$ cat src/rtl/gcn_aggregation_block.sv
// GCN aggregation: walks a COO edge list, accumulates FM_WM rows into agg[dst], then argmax per node.
// Define SELF_LOOP_EN to add an INIT phase that folds each node's own row in (A+I).
module gcn_aggregation_block #(
  parameter int FEATURE_ROWS    = 6,
  parameter int WEIGHT_COLS     = 3,
  parameter int DOT_PROD_WIDTH  = 16,
  parameter int NUM_EDGES       = 6,
  parameter int COO_WIDTH       = 3,
  parameter int EDGE_ADDR_WIDTH = 3,
  parameter int ACC_WIDTH       = 20,
  localparam int Y_WIDTH        = (WEIGHT_COLS > 1) ? $clog2(WEIGHT_COLS) : 1
) (
  input  logic                                 clk,
  input  logic                                 reset,
  input  logic                                 start,
  output logic [EDGE_ADDR_WIDTH-1:0]           coo_address,
  input  logic [COO_WIDTH-1:0]                 coo_src,
  input  logic [COO_WIDTH-1:0]                 coo_dst,
  output logic [COO_WIDTH-1:0]                 read_row,
  input  logic [DOT_PROD_WIDTH*WEIGHT_COLS-1:0] FM_WM_Row,
  input  logic [COO_WIDTH-1:0]                 agg_row_sel,
  output logic [ACC_WIDTH*WEIGHT_COLS-1:0]     agg_row_out,
  output logic [Y_WIDTH*FEATURE_ROWS-1:0]      y,
  output logic                                 busy,
  output logic                                 done_agg
);

  // state  | meaning
  // IDLE   | waiting for start after reset
  // INIT   | issue self-loop rows 0..FEATURE_ROWS-1 (SELF_LOOP_EN only)
  // EDGE   | issue one COO edge per cycle
  // DRAIN  | last accumulate completes, no issue
  // ARGMAX | capture per-node argmax into y
  // DONE   | results held; start begins a new run
  typedef enum logic [2:0] {
    S_IDLE, S_INIT, S_EDGE, S_DRAIN, S_ARGMAX, S_DONE
  } state_t;

`ifdef SELF_LOOP_EN
  localparam state_t S_FIRST = S_INIT;
`else
  localparam state_t S_FIRST = S_EDGE;
`endif

  localparam logic [EDGE_ADDR_WIDTH-1:0] LAST_EDGE = EDGE_ADDR_WIDTH'(NUM_EDGES - 1);
  localparam logic [COO_WIDTH-1:0]       LAST_ROW  = COO_WIDTH'(FEATURE_ROWS - 1);
  localparam logic [COO_WIDTH:0]         ROW_LIMIT = (COO_WIDTH+1)'(FEATURE_ROWS);

  state_t                       r_state, w_next;
  logic [EDGE_ADDR_WIDTH-1:0]   r_edge_idx;
  logic [COO_WIDTH-1:0]         r_init_idx;
  logic [COO_WIDTH-1:0]         r_read_row_q;
  logic [COO_WIDTH-1:0]         r_dst;
  logic                         r_vld;
  logic [ACC_WIDTH-1:0]         r_agg [FEATURE_ROWS][WEIGHT_COLS];
  logic [Y_WIDTH*FEATURE_ROWS-1:0] r_y;

  logic                         w_start_run;
  logic                         w_issue;
  logic                         w_issue_ok;
  logic [COO_WIDTH-1:0]         w_issue_row;
  logic [COO_WIDTH-1:0]         w_issue_dst;
  logic [Y_WIDTH*FEATURE_ROWS-1:0] w_argmax;

  always_ff @(posedge clk) begin
    if (!reset) r_state <= S_IDLE;
    else        r_state <= w_next;
  end

  always_comb begin
    w_next      = r_state;
    w_start_run = 1'b0;
    w_issue     = 1'b0;
    w_issue_ok  = 1'b0;
    w_issue_row = r_read_row_q;
    w_issue_dst = r_dst;
    case (r_state)
      S_IDLE, S_DONE: begin
        if (start) begin
          w_start_run = 1'b1;
          w_next      = S_FIRST;
        end
      end
      S_INIT: begin
        w_issue     = 1'b1;
        w_issue_ok  = 1'b1;
        w_issue_row = r_init_idx;
        w_issue_dst = r_init_idx;
        if (r_init_idx == LAST_ROW) w_next = S_EDGE;
      end
      S_EDGE: begin
        w_issue     = 1'b1;
        // out-of-range node indices are skipped but still consume their cycle
        w_issue_ok  = ({1'b0, coo_src} < ROW_LIMIT) && ({1'b0, coo_dst} < ROW_LIMIT);
        w_issue_row = coo_src;
        w_issue_dst = coo_dst;
        if (r_edge_idx == LAST_EDGE) w_next = S_DRAIN;
      end
      S_DRAIN:  w_next = S_ARGMAX;
      S_ARGMAX: w_next = S_DONE;
      default:  w_next = S_IDLE;
    endcase
  end

  always_ff @(posedge clk) begin
    if (!reset) begin
      r_edge_idx   <= '0;
      r_init_idx   <= '0;
      r_read_row_q <= '0;
      r_dst        <= '0;
      r_vld        <= 1'b0;
    end else begin
      if (w_start_run) begin
        r_edge_idx <= '0;
        r_init_idx <= '0;
      end else begin
        if (r_state == S_EDGE && r_edge_idx != LAST_EDGE) r_edge_idx <= r_edge_idx + 1'b1;
        if (r_state == S_INIT && r_init_idx != LAST_ROW)  r_init_idx <= r_init_idx + 1'b1;
      end
      r_vld <= w_issue && w_issue_ok;
      if (w_issue) begin
        r_dst        <= w_issue_dst;
        r_read_row_q <= w_issue_row;
      end
    end
  end

  // Row data arrives one cycle after issue, so the registered dst/vld line up with FM_WM_Row.
  always_ff @(posedge clk) begin
    if (!reset || w_start_run) begin
      for (int i = 0; i < FEATURE_ROWS; i++)
        for (int c = 0; c < WEIGHT_COLS; c++)
          r_agg[i][c] <= '0;
    end else if (r_vld) begin
      for (int i = 0; i < FEATURE_ROWS; i++)
        if (r_dst == COO_WIDTH'(i))
          for (int c = 0; c < WEIGHT_COLS; c++)
            r_agg[i][c] <= r_agg[i][c]
                         + ACC_WIDTH'(FM_WM_Row[c*DOT_PROD_WIDTH +: DOT_PROD_WIDTH]);
    end
  end

  always_comb begin
    logic [ACC_WIDTH-1:0] best;
    logic [Y_WIDTH-1:0]   best_idx;
    w_argmax = '0;
    for (int i = 0; i < FEATURE_ROWS; i++) begin
      best     = r_agg[i][0];
      best_idx = '0;
      // strict compare keeps the lowest column on ties
      for (int c = 1; c < WEIGHT_COLS; c++) begin
        if (r_agg[i][c] > best) begin
          best     = r_agg[i][c];
          best_idx = Y_WIDTH'(c);
        end
      end
      w_argmax[i*Y_WIDTH +: Y_WIDTH] = best_idx;
    end
  end

  always_ff @(posedge clk) begin
    if (!reset || w_start_run) r_y <= '0;
    else if (r_state == S_ARGMAX) r_y <= w_argmax;
  end

  always_comb begin
    agg_row_out = '0;
    for (int i = 0; i < FEATURE_ROWS; i++)
      if (agg_row_sel == COO_WIDTH'(i))
        for (int c = 0; c < WEIGHT_COLS; c++)
          agg_row_out[c*ACC_WIDTH +: ACC_WIDTH] = r_agg[i][c];
  end

  assign coo_address = r_edge_idx;
  assign read_row    = w_issue_row;
  assign y           = r_y;
  assign busy        = (r_state != S_IDLE) && (r_state != S_DONE);
  assign done_agg    = (r_state == S_DONE);

endmodule

$ cat config.mk
export PLATFORM = sky130hd
export DESIGN_NAME = gcn_aggregation_block
export DESIGN_NICKNAME = d
export VERILOG_FILES = /design/src/rtl/gcn_aggregation_block.sv
export SDC_FILE = /design/constraint.sdc
export NUM_CORES = 2
export LEC_CHECK = 0
export ABC_CLOCK_PERIOD_IN_PS = 12100
export BUFFER_PORTS_ARGS = -buffer_cell sky130_fd_sc_hd__buf_2
export CORE_UTILIZATION = 27
export DETAILED_ROUTE_END_ITERATION = 7
export GPL_TIMING_DRIVEN = 1
export HOLD_SLACK_MARGIN = 0.1
export PLACE_DENSITY_LB_ADDON = 0.12
export SKIP_LAST_GASP = 1
export SLEW_MARGIN = 40
export SYNTH_ARGS = -nofsm -noshare
export SYNTH_HDL_FRONTEND = slang
export SYNTH_SLANG_ARGS = --single-unit
$ cat constraint.sdc
create_clock -name clk -period 12.1 [get_ports clk]
set_input_delay 1.21 -clock clk [delete_from_list [all_inputs] [get_ports clk]]
set_output_delay 1.21 -clock clk [all_outputs]
set_load 0.01 [all_outputs]
==> metrics.md <==
| Metric | Value |
|---|---|
| Syn Nets | 4,571 |
| Startpoint Class | input port |
| R2r endpoint | y[0] |
| Core Area | 135,000 um2 |
| Synth top area cells | edfxtp_1 29%, ha_1 18%, mux2i_1 5.9% |
| DRT iter0 DRCs | 2,538 |
| Clk_skew | 39.7 ps |
| Port bufs | 139 |
| Die Wd | 371 um |
| R2r worst-path depth | 18 |
| Area growth from synthesis to layout | 12.9% |
| Die height | 371 um |
| Post-synthesis sequential area ratio | 0.308 |
| I/O Pins | 140 |
| Storage cell area | 11,400 um2 |
| Antenna viol nets, final | 0 |
| Pwr/cell area | 116 nW/um2 |
| Final min period | 5070 ps |
| Wire length per cell | 27.4 um |
| Crit Path Class | in -> out |
| VDD IR max | 0.104 mV |
| Final Wtd Congestion | 0.915 |
| Via count | 32,000 |
| Final core occ | 0.307 |
| CTS Sinks | 388 |
| Status | finished, final reports clean |
| Largest family of logic cells by synthesized area | adder cells |
| Rows | 135 |
| Slew HR | 0.406 |
| Final hold viol count | 0 |
| Setup ws final | 7030 ps |
| Vias/cell | 5.41 |
| Post-Synth Simple-Gate Area | 0.153 |
| Async SR Flop Fraction | 0 |
| Maximum buffer depth of the clock tree | 3 |
| Crit. End Element | primary output |
| FF-to-FF Start | r_agg[0][56] |
| Class of the worst hold path | reg -> reg |
| Post-CTS Setup Bufs | 0 |
| TritonCTS clock tree | built |
| HPWL Detailed | 130 mm |
| Static Leak | 18.0 nW |
| First-pass GRT wire length | 227 mm |
| Critical Path AT | 3860 ps |
| CTS Hold Bufs | 0 |
| Worst-Skew Late Latency | 690 ps |
| Cells after Synth | 3,961 |
| Most common cell after layout, fill and taps aside | ha_1 |
| Share of layout cells above drive strength 1 | 0.0849 |
| Hold Path Depth | 2 |
| Worst Path Required | 10,890 ps |
| Primary FF master, synth | edfxtp_1 |
| P_sw | 1.73 mW |
| Largest net degree at the start of global routing | 80 |
| Number of fill cells in the layout | 14,300 |
| Drt drc | 0 |
| Drt pass-1 iters | 5 |
| Post-Synth Adder-Cell Area | 0.190 |
| Max Clock Freq | 197 MHz |
| CP max FO | 60 |
| EDFF count, synth | 360 |
| Syn avg cell area | 9.31 um2 |
| Hold path start | y[4] |
| Multi-input gate area | 24,300 um2 |
| Unique cell type count in the Yosys netlist | 83 |
| Sw frac | 0.359 |
| Setup violators final | 0 |
| Post-placement setup slack | 7050 ps |
| Combinational share of power | 0.285 |
| Post-Synth XOR/XNOR Area | 0.0570 |
| Routed WL | 162 mm |
| Placed cells | 5,804 |
| Num CTS Buffers | 58 |
| Synth area leader | edfxtp_1 |
| Mapped cell area | 36,900 um2 |
| Most frequent cells in the layout | 532 x ha_1, 442 x nor2_1, 360 x edfxtp_1 |
| Hold Path End | y[4] |
| Vias in the first global route | 30,500 |
| GRT overflow | 0 |
| Mux share of post-synthesis cell area | 0.0714 |
| Fin Setup TNS | 0 ps |
| Nets | 4,694 |
| Initial antenna violation count | 30 |
| Part of the power in the clock network | 0.361 |
| # H-tree levels | 2 |
| Resized Gates After CTS | 0 |
| Synth warn | 0 |
| Int Power | 3.09 mW |
| Fin crit share | 0.419 |
| Clock Pin Slew Worst Setup and Hold Paths | 60 ps |
| Starting density of the core | 0.272 |
| Share of power burned in registers | 0.353 |
| Root buf cell | clkbuf_16 |
| R2r setup slk | 7090 ps |
| Die area | 138,000 um2 |
| GR Util All Layers | 0.230 |
| Worst Max-Slew Pin Slew | 882 ps |
| #FFs+latches synth | 388 |
| Share of the synthesized area in the top cell type | 0.293 |
| Synth Area in Compound Gates | 0.182 |
| Fin cells | 5,918 |
| Max-cap violations | 0 |
| RSZ-0062 raised after global routing | no |
| Max Slew Vio Count | 0 |
## worst max-delay path, cell delays in order
cell	delay [ps]
buf_2	190
buf_4	620
and2_1	300
buf_4	460
a21oi_1	320
o221ai_1	470
buf_2	250
## state kept, by name, indices dropped and copies added, names as in the netlist
signal,cells
r_init_idx,3
coo_address,3
r_agg,360
y,12
r_vld,1
r_read_row_q,3
r_dst,3
r_state,3
## per-layer routing
metal,up-vias,routed length [um],part of all wire,track usage
met1,15900,74500,0.46,0.320
met5,-,13,0.000080,0
met4,2,6330,0.039,0.0831
met3,198,8180,0.050,0.0236
met2,931,73100,0.45,0.368
li1,15000,-,-,-
## cell type report
cell class              count  share of cell area
well taps                1781              0.0535
inverters                 238              0.0215
multi-input cells        3229               0.583
clock inverters            27             0.00607
diodes                      5            0.000301
repair buffers            169              0.0234
flip-flops and latches    388               0.273
clock buffers              81              0.0389
## Yosys cell counts (11+ instances only)
cell / instances
nor2b_1: 75
fa_1: 18
or2_2: 12
nand4_1: 67
and3_1: 30
buf_1: 21
a21oi_1: 314
mux4_2: 18
edfxtp_1: 360
ha_1: 532
and4_1: 11
a2111oi_0: 18
o21ai_1: 24
o22ai_1: 21
a211oi_1: 27
clkbuf_1: 59
buf_2: 21
a21o_1: 171
xor2_1: 137
nor2_1: 446
or3_1: 23
mux2i_1: 218
o21a_1: 52
a31oi_1: 18
nor4_1: 15
xnor2_1: 103
nor3_1: 97
a41oi_1: 13
and2_1: 33
nand2b_1: 60
o221ai_1: 45
nor3b_1: 15
dfxtp_1: 28
o2111ai_1: 15
o31ai_1: 17
o21ai_0: 157
o21bai_1: 23
a221oi_1: 14
nand3_1: 60
nand2_1: 215
inv_1: 238
## power groups by stage
stage / combinational, mW / sequential (mW) / clock (mW)
2_1_floorplan: 0.954 / 1.64 / 0
5_1_grt: 1.51 / 1.71 / 1.82
3_3_place_gp: 1.37 / 1.73 / 0
4_1_cts: 1.37 / 1.70 / 1.79
3_5_place_dp: 1.36 / 1.73 / 0
6_report: 1.38 / 1.70 / 1.74
## how the worst max path moves through the flow
stage,from,end,slack [ps],cells after the start
finish,agg_row_sel[1],agg_row_out[18],7030,7
global route,r_agg[0][177],y[4],6930,20
floorplan,r_dst[2],r_agg[0][0],6480,2
CTS,agg_row_sel[1],agg_row_out[16],7070,7
global placement,agg_row_sel[0],agg_row_out[33],6870,7
detailed placement,agg_row_sel[1],agg_row_out[16],7050,7
## logic make-up (layout without fill, tap and decap cells)
kind of cell	after synthesis	count (layout)
and+or+nand+nor	1184	1184
AOI/OAI and AO/OA	1015	1015
adders and majority gates	550	550
DFF	388	388
buffers and inverters	344	515
xor gates and xnor gates	240	240
muxes	240	240
other	0	5
## through the flow
stage                     power (mW)  instance area (um2)  hold WS, ps
after detailed placement        3.09                39700          485
after global routing            5.04                41600          523
final                           4.82                41600          495
after CTS                       4.86                41600          495
after global placement          3.10                39600          479
after floorplan                 2.60                36900          472
No activity file was read; power rests on OpenSTA's default activity.
